--- config.mk ---
export PLATFORM = sky130hd
export DESIGN_NAME = e_m_pipe_reg
export DESIGN_NICKNAME = d
export VERILOG_FILES = /design/src/rtl/e_m_pipe_reg.sv
export SDC_FILE = /design/constraint.sdc
export NUM_CORES = 1
export LEC_CHECK = 0
export CAP_MARGIN = 20
export CORE_AREA = 2 2 142 144
export DETAILED_ROUTE_END_ITERATION = 16
export DIE_AREA = 0 0 144 146
export PLACE_DENSITY = 0.74
export SETUP_SLACK_MARGIN = 0.02
export SLEW_MARGIN = 20
export SYNTH_ARGS = -nofsm -noshare
export SYNTH_HDL_FRONTEND = slang
export SYNTH_SLANG_ARGS = --single-unit
--- constraint.sdc ---
create_clock -name clk -period 2 [get_ports clk]
set_input_delay 0.4 -clock clk [delete_from_list [all_inputs] [get_ports clk]]
set_output_delay 0.4 -clock clk [all_outputs]
set_load 0.005 [all_outputs]
--- src/rtl/e_m_pipe_reg.sv ---
// E/M pipeline register of the P7 MIPS core: selects the E-stage result, inserts
// position-preserving bubbles while the multiply/divide unit is busy, and counts those stalls.
module e_m_pipe_reg #(
    parameter int                 WIDTH    = 32,
    parameter int                 EXC_W    = 5,
    parameter logic [WIDTH-1:0]   PC_RESET = 32'h0000_3000,
    parameter int                 CNT_W    = 16
) (
    input  logic               clk,
    input  logic               reset,
    input  logic               e_valid,
    input  logic [WIDTH-1:0]   e_instr,
    input  logic [WIDTH-1:0]   e_pc,
    input  logic               e_bd,
    input  logic [EXC_W-1:0]   e_exc,
    input  logic [WIDTH-1:0]   e_alu,
    input  logic [WIDTH-1:0]   e_hi,
    input  logic [WIDTH-1:0]   e_lo,
    input  logic [WIDTH-1:0]   e_rt,
    input  logic [4:0]         e_wr_addr,
    input  logic               e_we,
    input  logic [1:0]         e_res_sel,
    input  logic               e_md_use,
    input  logic               md_busy,
    input  logic               m_hold,
    input  logic               flush,
    output logic               stall_e,
    output logic               m_valid,
    output logic [WIDTH-1:0]   m_instr,
    output logic [WIDTH-1:0]   m_pc,
    output logic               m_bd,
    output logic [EXC_W-1:0]   m_exc,
    output logic [WIDTH-1:0]   m_result,
    output logic [WIDTH-1:0]   m_rt,
    output logic [4:0]         m_wr_addr,
    output logic               m_we,
    output logic [CNT_W-1:0]   md_stall_cnt
);

    localparam logic [WIDTH-1:0] ZERO_W   = {WIDTH{1'b0}};
    localparam logic [EXC_W-1:0] ZERO_EXC = {EXC_W{1'b0}};
    localparam logic [CNT_W-1:0] CNT_MAX  = {CNT_W{1'b1}};
    localparam logic [CNT_W-1:0] CNT_ONE  = {{(CNT_W-1){1'b0}}, 1'b1};

    // mfhi/mflo pick HI/LO; every other encoding passes the ALU result through
    function automatic logic [WIDTH-1:0] sel_result(
        input logic [1:0]       sel,
        input logic [WIDTH-1:0] alu,
        input logic [WIDTH-1:0] hi,
        input logic [WIDTH-1:0] lo
    );
        case (sel)
            2'b01:   sel_result = hi;
            2'b10:   sel_result = lo;
            default: sel_result = alu;
        endcase
    endfunction

    logic             md_stall_s;
    logic [WIDTH-1:0] result_s;
    logic             we_s;

    // Stall detection and load-path result/write-enable selection
    always_comb begin
        md_stall_s = e_valid & e_md_use & md_busy;
        stall_e    = md_stall_s | m_hold;
        result_s   = sel_result(e_res_sel, e_alu, e_hi, e_lo);
        we_s       = e_we & e_valid & (e_exc == ZERO_EXC);
    end

    // M-stage registers: reset > flush > hold > md bubble > load
    always_ff @(posedge clk) begin
        if (reset) begin
            m_valid   <= 1'b0;
            m_instr   <= ZERO_W;
            m_pc      <= PC_RESET;
            m_bd      <= 1'b0;
            m_exc     <= ZERO_EXC;
            m_result  <= ZERO_W;
            m_rt      <= ZERO_W;
            m_wr_addr <= 5'd0;
            m_we      <= 1'b0;
        end else if (flush) begin
            m_valid   <= 1'b0;
            m_instr   <= ZERO_W;
            m_pc      <= ZERO_W;
            m_bd      <= 1'b0;
            m_exc     <= ZERO_EXC;
            m_result  <= ZERO_W;
            m_rt      <= ZERO_W;
            m_wr_addr <= 5'd0;
            m_we      <= 1'b0;
        end else if (m_hold) begin
            m_valid   <= m_valid;
            m_instr   <= m_instr;
            m_pc      <= m_pc;
            m_bd      <= m_bd;
            m_exc     <= m_exc;
            m_result  <= m_result;
            m_rt      <= m_rt;
            m_wr_addr <= m_wr_addr;
            m_we      <= m_we;
        end else if (md_stall_s) begin
            // bubble keeps PC/BD so an interrupt taken here still gets the right EPC
            m_valid   <= 1'b0;
            m_instr   <= ZERO_W;
            m_pc      <= e_pc;
            m_bd      <= e_bd;
            m_exc     <= ZERO_EXC;
            m_result  <= ZERO_W;
            m_rt      <= ZERO_W;
            m_wr_addr <= 5'd0;
            m_we      <= 1'b0;
        end else begin
            m_valid   <= e_valid;
            m_instr   <= e_instr;
            m_pc      <= e_pc;
            m_bd      <= e_bd;
            m_exc     <= e_exc;
            m_result  <= result_s;
            m_rt      <= e_rt;
            m_wr_addr <= e_wr_addr;
            m_we      <= we_s;
        end
    end

    // Saturating stall counter, counts regardless of flush/hold
    always_ff @(posedge clk) begin
        if (reset) begin
            md_stall_cnt <= {CNT_W{1'b0}};
        end else if (md_stall_s && (md_stall_cnt != CNT_MAX)) begin
            md_stall_cnt <= md_stall_cnt + CNT_ONE;
        end else begin
            md_stall_cnt <= md_stall_cnt;
        end
    end

endmodule

==> impl_metrics.csv <==
group,metric,value,unit
die,die_y,146,um
layout,final_layout_size_suffix_gt1_share,5.63,%
global_route,grt_pass1_vias,6407,
yosys,synth_edf_count,0,
power_and_ir_drop,vdd_drop_max,585,uV
clock_network,cts_num_sinks,157,
worst_setup_path,reg2reg_depth,5,
route,via_count,6785,
die,fp-row-count,51,
clock_network,path_clk_slew,70,ps
die,fp.dieW,144,um
global_route,grt_max_degree,122,
clock_network,cts_htree_levels,4,
worst_setup_path,start_kind,"input pin",
route,wl_per_cell,15.7,um
yosys,ys_top_cells_by_area,"dfxtp_1, nand3b_1, a22oi_1, nand2_1, a21oi_1",
placement,dpl.cell_count,1352,
global_route,use_met1,22.2,%
yosys,ys.flop_type,"dfxtp_1",
global_route,grt_pass1_wl,33400,um
worst_setup_path,max_stage_delay,500,ps
layout,fin_nets,1322,
worst_setup_path,arrival,1490,ps
worst_setup_path,path_cells,"dlygate4sd2_1 > and3_4 > nor2_2 > inv_1 > clkdlybuf4s50_1",
layout,stdcell_count,1384,
clock_network,cts_tree,"yes",
global_route,antenna_found_initial,0,
clock_network,post_cts_buffers,0,
clock_network,cts_buffer_depth,2,
placement,place_ws,-379,ps
layout,final_common_cell,"clkdlybuf4s50_1",
placement,hpwl,16000,um
worst_setup_path,cp-end-kind,"primary output",
sta,slew_violations,0,
sta,setup_viol,0,
sta,fin_crit_sh,94.3,%
sta,max-slew-margin-rel,57.6,%
sta,timing.hold.ws,289,ps
sta,period_minus_slack,1890,ps
placement,gp_congestion,0.813,
sta,postLayoutSetupSlackWorst,114,ps
route,viasPerCell,4.90,
global_route,met3_usage,6.19,%
power_and_ir_drop,leakage,3.95,nW
layout,area_delta_synth_final,70.6,%
yosys,syn-num-nets,982,
route,firstDrtPassIters,5,
route,drcViolationCount,0,
flow_run,max_cap_viol_count,0,
worst_setup_path,critical_path_class,"input pin to primary output",
route,drt_iter0_drc,328,
placement,portBuffers,370,
placement,dpl_cell_area,0.0105,mm2
layout,final_util,57.4,%
route,totalWireLength,21700,um
clock_network,clock_latency,410,ps
sta,tightest_slew,636,ps
clock_network,cts_buffers,17,
worst_setup_path,rrSetupSlack,160,ps
yosys,synth_cells,766,
layout,num_antenna_cells,0,
global_route,use_met2,35.1,%
yosys,yosysSeqAreaShare,48.3,%
yosys,yosysTopAreaCell,"dfxtp_1",
min_path,hold_path_class,"input pin to flip-flop",
worst_setup_path,worstSetupEndpoint,"stall_e",
global_route,overflow,0,
power_and_ir_drop,powerDensity,688,mW/mm2
die,ios,371,
global_route,grt_busiest_layer,"met2",
global_route,grtUsageTotal,20.0,%
yosys,synth-async-reset-ratio,0,%
yosys,syn_avg_cell_area,8.49,um2
min_path,holdPathStages,3,
worst_setup_path,r2r-end,"md_stall_cnt[14]",
sta,hold_viol_final,0,
layout,fin_area,0.0111,mm2
yosys,syn_area,0.00650,mm2
sta,fmax,530,MHz
route,ant_nets,0,
worst_setup_path,r2r-start,"md_stall_cnt[1]",
worst_setup_path,cp-startpoint,"md_busy",
sta,fin_worst_skew,8.45,ps
outcome,status,"completed",
yosys,netlist.area_leader.share,48.3,%
yosys,ys_warn_count,0,
worst_setup_path,crit_path_max_fanout,3,
sta,rsz0062_at_grt,"no",
layout,layout_common_cells,"clkdlybuf4s50_1, dfxtp_1, nand2_1, a21oi_1, nand3b_1",
yosys,synth_seq_cells,157,
die,dieArea,0.0210,mm2
worst_setup_path,required,1600,ps
yosys,yosysUniqueCellTypes,30,
die,initial_core_util,33.6,%
worst_setup_path,critPathSlowestCell,"clkdlybuf4s50_1",
clock_network,cts_root_buf,"clkbuf_16",
die,coreArea,0.0193,mm2
==> area by class of cell <==
type | count | area [um2]
well taps | 265 | 332
flip-flops and latches | 157 | 3140
repair buffers | 391 | 3920
multi-input cells | 532 | 3090
fillers | 1773 | 8240
clock inverters | 14 | 146
inverters | 7 | 26.3
clock buffers | 18 | 439
==> routing by layer <==
layer | part of all wire [%] | vias to the layer above
met5 | 0 | -
met4 | 2.8 | 0
met3 | 8.2 | 32
met2 | 50 | 256
met1 | 39 | 3124
li1 | - | 3373
==> report_power, final <==
part,switching [W],internal [W]
Clock,0.00140,0.00180
Combinational,0.000450,0.000717
Sequential,0.0000465,0.00322
==> repair_timing <==
action                                  4_1_cts  5_1_grt
endpoints found under the setup margin        1        3
hold buffers                                  0        0
resized for setup                             4        4
==> per-stage QoR <==
step / setup TNS, ps / total power (W)
6_report: 0 / 0.00763
5_1_grt: 0 / 0.00798
4_1_cts: 0 / 0.00774
3_5_place_dp: -3060 / 0.00451
3_3_place_gp: -2760 / 0.00449
2_1_floorplan: 0 / 0.00377
==> state kept, by name, summed over array words and instances (netlist names) <==
signal and flops:
m_pc 32, m_valid 1, m_result 32, m_rt 32, m_instr 32, m_we 1, m_bd 1, m_exc 5
md_stall_cnt 16, m_wr_addr 5
==> worst max-delay path, delay by kind of cell <==
family	cells	cell delay [ps]
buffers and inverters	3	830
and+or+nand+nor	2	260
==> worst min-delay path by stage <==
stage                    start    endpoint  slack [ps]
finish                  m_hold        m_we         290
global route            m_hold    m_rt[29]         280
CTS                     m_hold        m_we         260
detailed placement  m_instr[0]  m_instr[0]         450
global placement    m_instr[0]  m_instr[0]         440
floorplan           m_instr[0]  m_instr[0]         450
==> cells in the mapped netlist, drive strengths merged (2+ instances only) <==
cell    count
nand3       5
nand4       5
nor4        3
nand2     115
nor2       68
or2         2
buf        11
or3         6
a21oi      86
clkbuf     59
inv         7
nor3        2
or4         7
nand3b     76
o311ai      2
ha          3
dfxtp     157
o21ai      40
mux2i      33
o31ai       6
nor2b       2
a22oi      64
o41ai       2
==> logic make-up after synthesis <==
| kind of cell | Yosys count | share of synthesized area, % |
|---|---|---|
| AO/OA/AOI/OAI | 202 | 18.6 |
| adder cells (fa/ha/maj) | 3 | 0.577 |
| buffers and inverters | 77 | 4.52 |
| flip-flops | 157 | 48.3 |
| multiplexers | 34 | 5.25 |
| AND/OR/NAND/NOR | 293 | 22.7 |
Note: power is estimated with default switching activity, not from simulation.
